[src/rtl/booth_sched_pkg.sv]
// Shared types and defaults for the Booth multiplier scheduler.
package booth_sched_pkg;

    // Scheduler FSM states, in service order.
    typedef enum logic [2:0] {
        IDLE   = 3'd0,
        LOAD_A = 3'd1,
        LOAD_B = 3'd2,
        WAIT   = 3'd3,
        RESP   = 3'd4
    } state_t;

    localparam int DEF_W          = 16;
    localparam int DEF_MUL_CYCLES = 18;

    // Width of a counter that must hold 0..cycles-1 (never narrower than one bit).
    function automatic int cnt_w(input int cycles);
        return (cycles > 1) ? $clog2(cycles) : 1;
    endfunction

    localparam int CNT_W = cnt_w(DEF_MUL_CYCLES);

endpackage

[src/rtl/rr_arbiter.sv]
// Combinational round-robin arbiter: the first set request at or after
// rr_ptr (wrapping) wins. Produces a one-hot winner and its index.
module rr_arbiter
    import booth_sched_pkg::*;
#(
    parameter int NREQ  = 2,
    parameter int IDX_W = (NREQ > 1) ? $clog2(NREQ) : 1
) (
    input  logic [NREQ-1:0]  req,
    input  logic [IDX_W-1:0] rr_ptr,
    output logic [NREQ-1:0]  win,
    output logic [IDX_W-1:0] idx
);

    logic             found_s;
    logic [IDX_W-1:0] cand_s;

    // Rotating priority search starting at rr_ptr.
    always_comb begin
        win     = '0;
        idx     = '0;
        found_s = 1'b0;
        cand_s  = '0;
        for (int i = 0; i < NREQ; i++) begin
            cand_s = IDX_W'((32'(rr_ptr) + 32'(i)) % 32'(NREQ));
            if (!found_s && req[cand_s]) begin
                found_s     = 1'b1;
                win[cand_s] = 1'b1;
                idx         = cand_s;
            end else begin
                found_s = found_s;
            end
        end
    end

endmodule

[src/rtl/booth_mult_sched.sv]
// Round-robin scheduler sharing one serial-load Booth multiplier between
// NREQ requesters: grant, load A then B, time the fixed latency, capture
// the product and pulse done to the granted requester.
module booth_mult_sched
    import booth_sched_pkg::*;
#(
    parameter int NREQ       = 2,
    parameter int W          = DEF_W,
    parameter int MUL_CYCLES = DEF_MUL_CYCLES
) (
    input  logic                clk,
    input  logic                rst_n,
    input  logic [NREQ-1:0]     req,
    input  logic [NREQ*W-1:0]   op_a,
    input  logic [NREQ*W-1:0]   op_b,
    output logic [NREQ-1:0]     gnt,
    output logic [NREQ-1:0]     done,
    output logic [2*W-1:0]      prod,
    output logic                busy,
    output logic                mul_start,
    output logic [W-1:0]        mul_data,
    input  logic [2*W-1:0]      mul_result
);

    localparam int IDX_W = (NREQ > 1) ? $clog2(NREQ) : 1;
    localparam int CW    = cnt_w(MUL_CYCLES);

    state_t           state_r, state_nxt;
    logic [IDX_W-1:0] rr_ptr_r, rr_ptr_nxt;
    logic [IDX_W-1:0] idx_r, idx_nxt;
    logic [W-1:0]     a_r, a_nxt;
    logic [W-1:0]     b_r, b_nxt;
    logic [CW-1:0]    cnt_r, cnt_nxt;
    logic [2*W-1:0]   prod_nxt;
    logic [NREQ-1:0]  gnt_nxt, done_nxt;
    logic             busy_nxt, mul_start_nxt;
    logic [W-1:0]     mul_data_nxt;

    logic [NREQ-1:0]  arb_win_s;
    logic [IDX_W-1:0] arb_idx_s;

    function automatic logic [NREQ-1:0] onehot(input logic [IDX_W-1:0] i);
        logic [NREQ-1:0] v;
        v    = '0;
        v[i] = 1'b1;
        return v;
    endfunction

    rr_arbiter #(
        .NREQ  (NREQ),
        .IDX_W (IDX_W)
    ) u_arb (
        .req    (req),
        .rr_ptr (rr_ptr_r),
        .win    (arb_win_s),
        .idx    (arb_idx_s)
    );

    // Next-state, job context and next values of the registered outputs.
    always_comb begin
        state_nxt  = state_r;
        rr_ptr_nxt = rr_ptr_r;
        idx_nxt    = idx_r;
        a_nxt      = a_r;
        b_nxt      = b_r;
        cnt_nxt    = cnt_r;
        prod_nxt   = prod;

        case (state_r)
            IDLE: begin
                if (|arb_win_s) begin
                    idx_nxt   = arb_idx_s;
                    a_nxt     = op_a[arb_idx_s*W +: W];
                    b_nxt     = op_b[arb_idx_s*W +: W];
                    state_nxt = LOAD_A;
                end else begin
                    state_nxt = IDLE;
                end
            end
            LOAD_A: begin
                state_nxt = LOAD_B;
            end
            LOAD_B: begin
                cnt_nxt   = '0;
                state_nxt = WAIT;
            end
            WAIT: begin
                // Hold the count at its terminal value rather than wrapping.
                if (cnt_r == CW'(MUL_CYCLES - 1)) begin
                    prod_nxt  = mul_result;
                    state_nxt = RESP;
                end else begin
                    cnt_nxt   = cnt_r + CW'(1);
                    state_nxt = WAIT;
                end
            end
            RESP: begin
                rr_ptr_nxt = (idx_r == IDX_W'(NREQ - 1)) ? '0 : idx_r + IDX_W'(1);
                state_nxt  = IDLE;
            end
            default: begin
                state_nxt = IDLE;
            end
        endcase

        // Outputs are registered, so decode them from the state being entered.
        gnt_nxt       = '0;
        done_nxt      = '0;
        mul_start_nxt = 1'b0;
        mul_data_nxt  = '0;
        case (state_nxt)
            LOAD_A: begin
                gnt_nxt       = onehot(idx_nxt);
                mul_start_nxt = 1'b1;
                mul_data_nxt  = a_nxt;
            end
            LOAD_B: begin
                gnt_nxt       = onehot(idx_nxt);
                mul_start_nxt = 1'b1;
                mul_data_nxt  = b_nxt;
            end
            WAIT: begin
                gnt_nxt = onehot(idx_nxt);
            end
            RESP: begin
                gnt_nxt  = onehot(idx_nxt);
                done_nxt = onehot(idx_nxt);
            end
            default: begin
                gnt_nxt = '0;
            end
        endcase
        busy_nxt = (state_nxt != IDLE);
    end

    // State, job context and registered outputs; reset abandons any job.
    always_ff @(posedge clk or negedge rst_n) begin
        if (!rst_n) begin
            state_r   <= IDLE;
            rr_ptr_r  <= '0;
            idx_r     <= '0;
            a_r       <= '0;
            b_r       <= '0;
            cnt_r     <= '0;
            prod      <= '0;
            gnt       <= '0;
            done      <= '0;
            busy      <= 1'b0;
            mul_start <= 1'b0;
            mul_data  <= '0;
        end else begin
            state_r   <= state_nxt;
            rr_ptr_r  <= rr_ptr_nxt;
            idx_r     <= idx_nxt;
            a_r       <= a_nxt;
            b_r       <= b_nxt;
            cnt_r     <= cnt_nxt;
            prod      <= prod_nxt;
            gnt       <= gnt_nxt;
            done      <= done_nxt;
            busy      <= busy_nxt;
            mul_start <= mul_start_nxt;
            mul_data  <= mul_data_nxt;
        end
    end

endmodule

[config.mk]
export PLATFORM = sky130hd
export DESIGN_NAME = booth_mult_sched
export DESIGN_NICKNAME = d
export VERILOG_FILES = /design/src/rtl/booth_sched_pkg.sv /design/src/rtl/rr_arbiter.sv /design/src/rtl/booth_mult_sched.sv
export SDC_FILE = /design/constraint.sdc
export NUM_CORES = 1
export LEC_CHECK = 0
export ABC_AREA = 1
export BUFFER_PORTS_ARGS = -buffer_cell sky130_fd_sc_hd__buf_2
export CORE_MARGIN = 1
export CORE_UTILIZATION = 35
export CTS_CLUSTER_DIAMETER = 200
export CTS_CLUSTER_SIZE = 16
export DETAILED_ROUTE_END_ITERATION = 8
export PLACE_DENSITY = 0.6
export SKIP_CTS_REPAIR_TIMING = 1
export SYNTH_ARGS = -nofsm -noshare
export SYNTH_HDL_FRONTEND = slang
export SYNTH_HIERARCHICAL = 1
export SYNTH_SLANG_ARGS = --single-unit
export TNS_END_PERCENT = 50
[constraint.sdc]
create_clock -name clk -period 2.25 [get_ports clk]
set_input_delay 0.225 -clock clk [delete_from_list [all_inputs] [get_ports clk]]
set_output_delay 0.225 -clock clk [all_outputs]
set_load 0.05 [all_outputs]
# After elaboration in Yosys (flattened, before gate mapping)
# Cells that the tools add are included.
[totals]
reg_bits = 96
latchBits = 0
mem_bits_rw = 0
mem_bits_ro = 0
input_bits = 100
out_inout_bits = 54
n_memories = 0
[classes]
addsub = 3
mul = 0
div_mod_pow = 0
order_cmp = 6
n_eq_ne = 10
n_shift = 2
mux = 31
bitwise_logic = 1
reduce_logical = 13
[ops]
columns = ["operator", "count"]
rows = [
  ["16-bit two-way mux", 4],
  ["32-bit by 6-bit indexed part select with 16-bit output", 2],
  ["16-bit case mux with 2 select lines", 1],
  ["1-bit two-way mux", 15],
  ["3-bit by 2-bit == test with 1-bit output (second input constant)", 4],
  ["3-bit case mux with 4 select lines", 1],
  ["5-bit case mux with 2 select lines", 1],
  ["2-bit two-way mux", 4],
  ["3-bit by 1-bit == test with 1-bit output (second input constant)", 2],
  ["3-bit == test (second input constant)", 2],
  ["1-bit by 2-bit < comparator with 1-bit output (second input constant)", 3],
  ["5-bit by 1-bit adder with 5-bit output (second input constant)", 1],
  ["5-bit == test (second input constant)", 1],
  ["5-bit two-way mux", 1],
  ["1-bit logical AND", 4],
  ["2-bit AND reduction", 2],
  ["2-bit OR reduction", 2],
  ["4-bit OR reduction", 1],
  ["1-bit demux with 1-bit select", 3],
  ["1-bit >= comparator (second input constant)", 3],
  ["3-bit logical NOT", 1],
  ["3-bit two-way mux", 1],
  ["3-bit nonzero test", 1],
  ["1-bit adder (second input constant)", 2],
  ["other kinds (4)", 4],
]

# Longest topological paths before layout
[depth]
word_depth = 15
mapped_depth = 10

# Hierarchy
# The synthesis kept the hierarchy.
[by_module_without_submodules]
columns = ["mod", "n_inst", "cells_each", "area_each_um2", "seq_area_each_um2"]
rows = [
  ["booth_mult_sched", 1, 461, 3671.0, 2001.9],
  ["rr_arbiter", 1, 5, 28.8, 0.0],
]

# Worst setup path after synthesis
# OpenSTA, ideal clock, no wires.
[synth_path]
path_kind = "reg-to-reg"
startpoint = "register rr_ptr_r"
endpoint = "register b_r[11]"
setup_time_ns = 0.130
t_arrival_ns = 1.247
required_time_ns = 2.120
slack_ns = 0.873
path_stages_with_launch = 10
path_buffers = 2
synth_period_minus_slack_ns = 1.377
cell_sequence = "dfrtp_1 -> inv_1 -> a21oi_1 -> clkbuf_1 -> inv_1 -> clkbuf_1 -> nand2_1 -> nand2_1 -> nand2_1 -> o21ai_0"
[synth_between]
elab_cells_between_ends = 27
cone_classes = "1 x add/sub; 4 x order compare; 1 x shift; 15 x mux; 1 x bitwise; 5 x reduce/logical"
[synth_rtl]
columns = ["element", "line", "text"]
rows = [
  ["start, declared", "booth_mult_sched.sv:29", "logic [IDX_W-1:0] rr_ptr_r, rr_ptr_nxt;"],
  ["start signal, assigned", "booth_mult_sched.sv:153", "rr_ptr_r <= rr_ptr_nxt;"],
  ["1-bit two-way mux (not written as such) (2 in a row)", "rr_arbiter.sv:26", "if (!found_s && req[cand_s]) begin"],
  ["1-bit two-way mux", "rr_arbiter.sv:26", ""],
  ["1-bit logical NOT", "rr_arbiter.sv:26", ""],
  ["1-bit logical AND", "rr_arbiter.sv:26", ""],
  ["1-bit two-way mux *", "rr_arbiter.sv:26", ""],
  ["net arb_idx_s", "booth_mult_sched.sv:40", "logic [IDX_W-1:0] arb_idx_s;"],
  ["32-bit by 6-bit indexed part select with 16-bit output *", "booth_mult_sched.sv:74", "b_nxt = op_b[arb_idx_s*W +: W];"],
  ["16-bit two-way mux *", "booth_mult_sched.sv:71", "if (|arb_win_s) begin"],
  ["16-bit two-way mux *", "booth_mult_sched.sv:69", "case (state_r)"],
  ["net b_nxt[11]", "booth_mult_sched.sv:32", "logic [W-1:0] b_r, b_nxt;"],
  ["end signal, assigned", "booth_mult_sched.sv:156", "b_r <= b_nxt;"],
  ["end, declared", "booth_mult_sched.sv:32", ""],
]
# The timed path passes the listed nets; every way through them passes the cells marked *. The select of a mux whose other input is x is not followed.
# A chain may end at the register's enable or synchronous reset.

# Final worst setup path
[layout_path]
startpoint = "register state_r[2]"
endpoint = "register prod[18]"
[layout_between]
elab_chain_cells = 2
[layout_lines]
columns = ["element", "line", "text"]
rows = [
  ["start, declared", "booth_mult_sched.sv:28", "state_t state_r, state_nxt;"],
  ["start signal, assigned", "booth_mult_sched.sv:152", "state_r <= state_nxt;"],
  ["3-bit by 2-bit == test with 1-bit output", "booth_mult_sched.sv:69", ""],
  ["2-bit AND reduction (no source line)", "n/a", ""],
  ["end signal, assigned", "booth_mult_sched.sv:158", "prod <= prod_nxt;"],
  ["end, declared", "booth_mult_sched.sv:18", "output logic [2*W-1:0] prod,"],
]
# No other way between the ends.

==> flow_results.org <==
** Die
- Width of the die :: around 100 µm
- Rows :: 37
- Number of top-level design ports :: 154
- The die covers between 0.01 and 0.015 mm².
- Starting density of the core :: 0.360
- Chip height :: between 100 and 150 µm
- The core region is between 0.01 and 0.015 mm².

** Drt
- After detailed routing, the number of remaining DRC violations is 0.
- Detailed-routing iteration count for the pre-antenna-repair pass :: 6
- Routed wire per std cell :: 11.5 µm
- For this block, the initial DRC count from the detailed router was ~170.
- Total detailed-routing wirelength :: around 8700 µm
- Using the TritonRoute via totals, the vias-per-cell ratio works out to 4.42.
- Post-DRT Antenna Nets :: 0
- Total via count after detailed routing :: 3337

** Yosys
- Cell taking the most area after synthesis :: sky130_fd_sc_hd__dfrtp_1
- Post-synth top flop :: sky130_fd_sc_hd__dfrtp_1
- Xor/xnor share of the synthesized area :: 0.00237
- The share of synthesized area in the top cell type comes to 0.541.
- Number of flip-flops and latches in the synthesized netlist :: 80
- Mux cell area share after synthesis :: 0
- Of the total synthesized cell area, the portion taken by full adders, half adders and majority gates is 0.00676.
- Share of synthesized registers carrying an async set or reset :: 1.00
- A synthesized cell averages ~7.9 µm².
- By area the synthesized netlist is led by sky130_fd_sc_hd__dfrtp_1 (54%), sky130_fd_sc_hd__nand2_1 (26%), sky130_fd_sc_hd__inv_1 (3.0%).
- In the post-synthesis netlist, the cell with the most instances is sky130_fd_sc_hd__nand2_1.
- After technology mapping, the gate count stands at 466.
- Counting flops with a built-in enable in the synthesized netlist gives 0.
- Counting distinct cell types in the post-synthesis netlist gives 25.
- Dominant combinational cell family by area after synthesis :: simple AND/OR/NAND/NOR gates
- Warnings, synthesis :: 6
- When the netlist entered floorplanning its net count stood at between 500 and 600.
- The compound-gate portion of the synthesized area was 0.0386.
- Synth Cell Area :: around 0.0037 mm²
- The share of the Yosys chip area taken by registers is 0.541.
- Simple-gate portion of the synthesized area :: 0.329
- Commonest cells in the netlist :: sky130_fd_sc_hd__nand2_1 (258), sky130_fd_sc_hd__dfrtp_1 (80), sky130_fd_sc_hd__inv_1 (30)

** STA
- Setup repair after global routing left no endpoint under its margin.
- Final hold violations :: 0
- The final max-slew violation count is 0.
- Number of setup violations in the final report :: 0
- Worst setup skew after layout :: around 0.010 ns
- Setup TNS after final layout :: 0 ns
- Worst slew margin :: 0.666
- The routed design could run at a clock period as short as roughly 1.6 ns.
- Max Clock Freq :: 612 MHz
- Share of the clock period used by the worst path after layout :: 0.726
- For the pin with the worst max-slew slack, the measured transition is between 0.5 and 0.6 ns.

** Setup path
- Worst r2r path cells :: 7
- The critical path in this run is classified as reg2reg.
- Arrival time of the worst setup path :: 1.91 ns
- At the worst endpoint, the required time is between 2 and 3 ns.
- Type of element capturing the critical path :: flip-flop
- Worst Setup Start Kind :: flip-flop
- Critical path fanouts, max :: 33

** CTS
- Number of buffers on the longest clock path :: 2
- TritonCTS built the clock tree.
- CTS built an H-tree with a depth of 3.
- In this run, CTS created clock tree buffers numbering 9.
- At the later pin of the worst-skew pair, clock insertion delay measures about 0.34 ns.
- Root cell of the clock tree :: sky130_fd_sc_hd__clkbuf_8
- Clock slew at the register clock pins of the worst setup and hold paths :: about 0.080 ns
- Sink count of the clock tree :: 80

** Power and ir drop
- Proportion of power drawn by the clock network :: 0.219
- In this run the power density over the cells is 1310 mW/mm².
- The analysis attributes to net switching a power of roughly 2.8 mW.
- Sequential Power Share :: 0.360
- The share of total power dissipated in combinational logic is 0.422.
- For this design the static power due to leakage is 2.82 nW.
- Cell internal power was estimated by the tool at approximately 3.5 mW.
- Peak VDD IR :: between 0.0006 and 0.0007 V
- Of the total power, the share spent switching nets is 0.446.

** Global routing
- For this run, the total global-route usage over all layers was measured as 0.165.
- Global-route wire length before repair :: ~14000 µm
- The number of antenna violations at the first check in global routing came to 1.
- The via count of the first global-routing pass is just over 3k.
- The total overflow left after global routing is 0.
- Entering global routing, the biggest net connects 44 pins.

** Worst hold path
- Worst Hold Class :: in2reg
- Counting instances, the worst hold path has a depth of 3.

** Cells and area
- Number of nets in the layout :: 716
- Area Overhead vs Synth :: 30.6%
- Antenna Cells :: 0
- Of the cells placed in the final design, the portion with a size suffix greater than 1 is 0.305.
- For this run, the number of standard cells in the final layout without fillers is around 760.

** Status
- Result of the run :: finished, final reports clean

** Place
- Counting tap cells, the placed design contains a total of between 700 and 800 instances.
- Detailed placement ended at an HPWL of 6250 µm.
- Gpl congestion :: 0.777
- In this run the tool buffered the top-level ports with roughly 150 buffer cells.

** Flow run
- # Max-Cap Violations :: 0
## stage by stage
stage / hold WS, ns / util / setup WS (ns) / total power, mW / cell area [µm²]
after CTS: -0.160 / 0.469 / 0.584 / 6.39 / 4820
after floorplan: -0.0706 / - / 0.873 / 4.30 / 3700
after detailed placement: 0.230 / 0.443 / 0.637 / 4.99 / 4550
final: 0.0755 / 0.470 / 0.616 / 6.31 / 4830
after global placement: 0.225 / 0.443 / 0.668 / 4.93 / 4550
after global routing: 0.0578 / 0.470 / 0.455 / 6.73 / 4830
## power groups by stage
stage / registers, mW / logic, mW / clock network [mW]
floorplan: 3.49 / 0.811 / 0
global placement: 2.27 / 2.65 / 0
detailed placement: 2.30 / 2.69 / 0
CTS: 2.27 / 2.69 / 1.43
global route: 2.34 / 2.89 / 1.50
finish: 2.27 / 2.66 / 1.38
## final cells by class
class / instances / area [µm²]
Sequential cell: 80 / 2000
Clock inverter: 5 / 128
Timing Repair Buffer: 162 / 863
Fill cell: 1041 / 5440
Inverter: 34 / 130
Tap cell: 136 / 170
Clock buffer: 11 / 141
Multi-Input combinational cell: 327 / 1400
## per-layer routing
metal / global-route usage / routed length, µm / up-vias
li1: - / - / 1726
met1: 0.218 / 4070 / 1465
met2: 0.263 / 3840 / 140
met3: 0.0418 / 679 / 6
met4: 0.0573 / 78 / 0
met5: 0 / 0 / -
## state kept, by name, indices dropped and copies added, names as in the netlist
signal     cells
rr_ptr_r       1
prod          32
gnt            2
done           2
mul_data      16
busy           1
b_r           16
state_r        3
cnt_r          5
mul_start      1
idx_r          1
## layout by cell type (no fill, tap or decap), types with 3 or more instances in the layout
| cell type | netlist | routed |
|---|---|---|
| sky130_fd_sc_hd__dfrtp_1 | 80 | 80 |
| sky130_fd_sc_hd__o21ai_0 | 18 | 18 |
| sky130_fd_sc_hd__bufinv_16 | 0 | 4 |
| sky130_fd_sc_hd__nand4_1 | 18 | 18 |
| sky130_fd_sc_hd__o21ai_1 | 4 | 4 |
| sky130_fd_sc_hd__nand2_1 | 258 | 258 |
| sky130_fd_sc_hd__inv_2 | 3 | 3 |
| sky130_fd_sc_hd__buf_4 | 4 | 7 |
| sky130_fd_sc_hd__clkbuf_8 | 0 | 10 |
| sky130_fd_sc_hd__nand3_1 | 6 | 6 |
| sky130_fd_sc_hd__nor2_1 | 8 | 8 |
| sky130_fd_sc_hd__buf_2 | 3 | 152 |
| sky130_fd_sc_hd__inv_1 | 30 | 30 |
## logic make-up (layout without fill, tap and decap cells)
logic type                 count (synthesis)  in the layout
xor gates and xnor gates                   1              1
and+or+nand+nor                          297            297
AOI/OAI and AO/OA                         27             27
DFF                                       80             80
buffers and inverters                     59            212
adders and majority gates                  2              2
## worst paths after layout
path	from	to	slack, ns
max	state_r[2]$_DFF_PN0_	prod[18]$_DFFE_PN0P_	0.62
min	mul_result[24]	prod[24]$_DFFE_PN0P_	0.08
min in group asynchronous	rst_n	prod[12]$_DFFE_PN0P_	0.39
max reg2reg	state_r[2]$_DFF_PN0_	prod[18]$_DFFE_PN0P_	0.62
min reg2reg	prod[23]$_DFFE_PN0P_	prod[23]$_DFFE_PN0P_	0.47
max in group asynchronous	rst_n	prod[25]$_DFFE_PN0P_	1.23
## critical path, cell delays in order, from the launching register on
cell                      delay, ns
sky130_fd_sc_hd__dfrtp_1       0.43
sky130_fd_sc_hd__inv_2         0.08
sky130_fd_sc_hd__buf_4         0.24
sky130_fd_sc_hd__nand3_4       0.14
sky130_fd_sc_hd__nor2_8        0.14
sky130_fd_sc_hd__buf_4         0.33
sky130_fd_sc_hd__nand2_1       0.11
sky130_fd_sc_hd__nand2_1       0.08
Power figures use the tool's default switching activity.
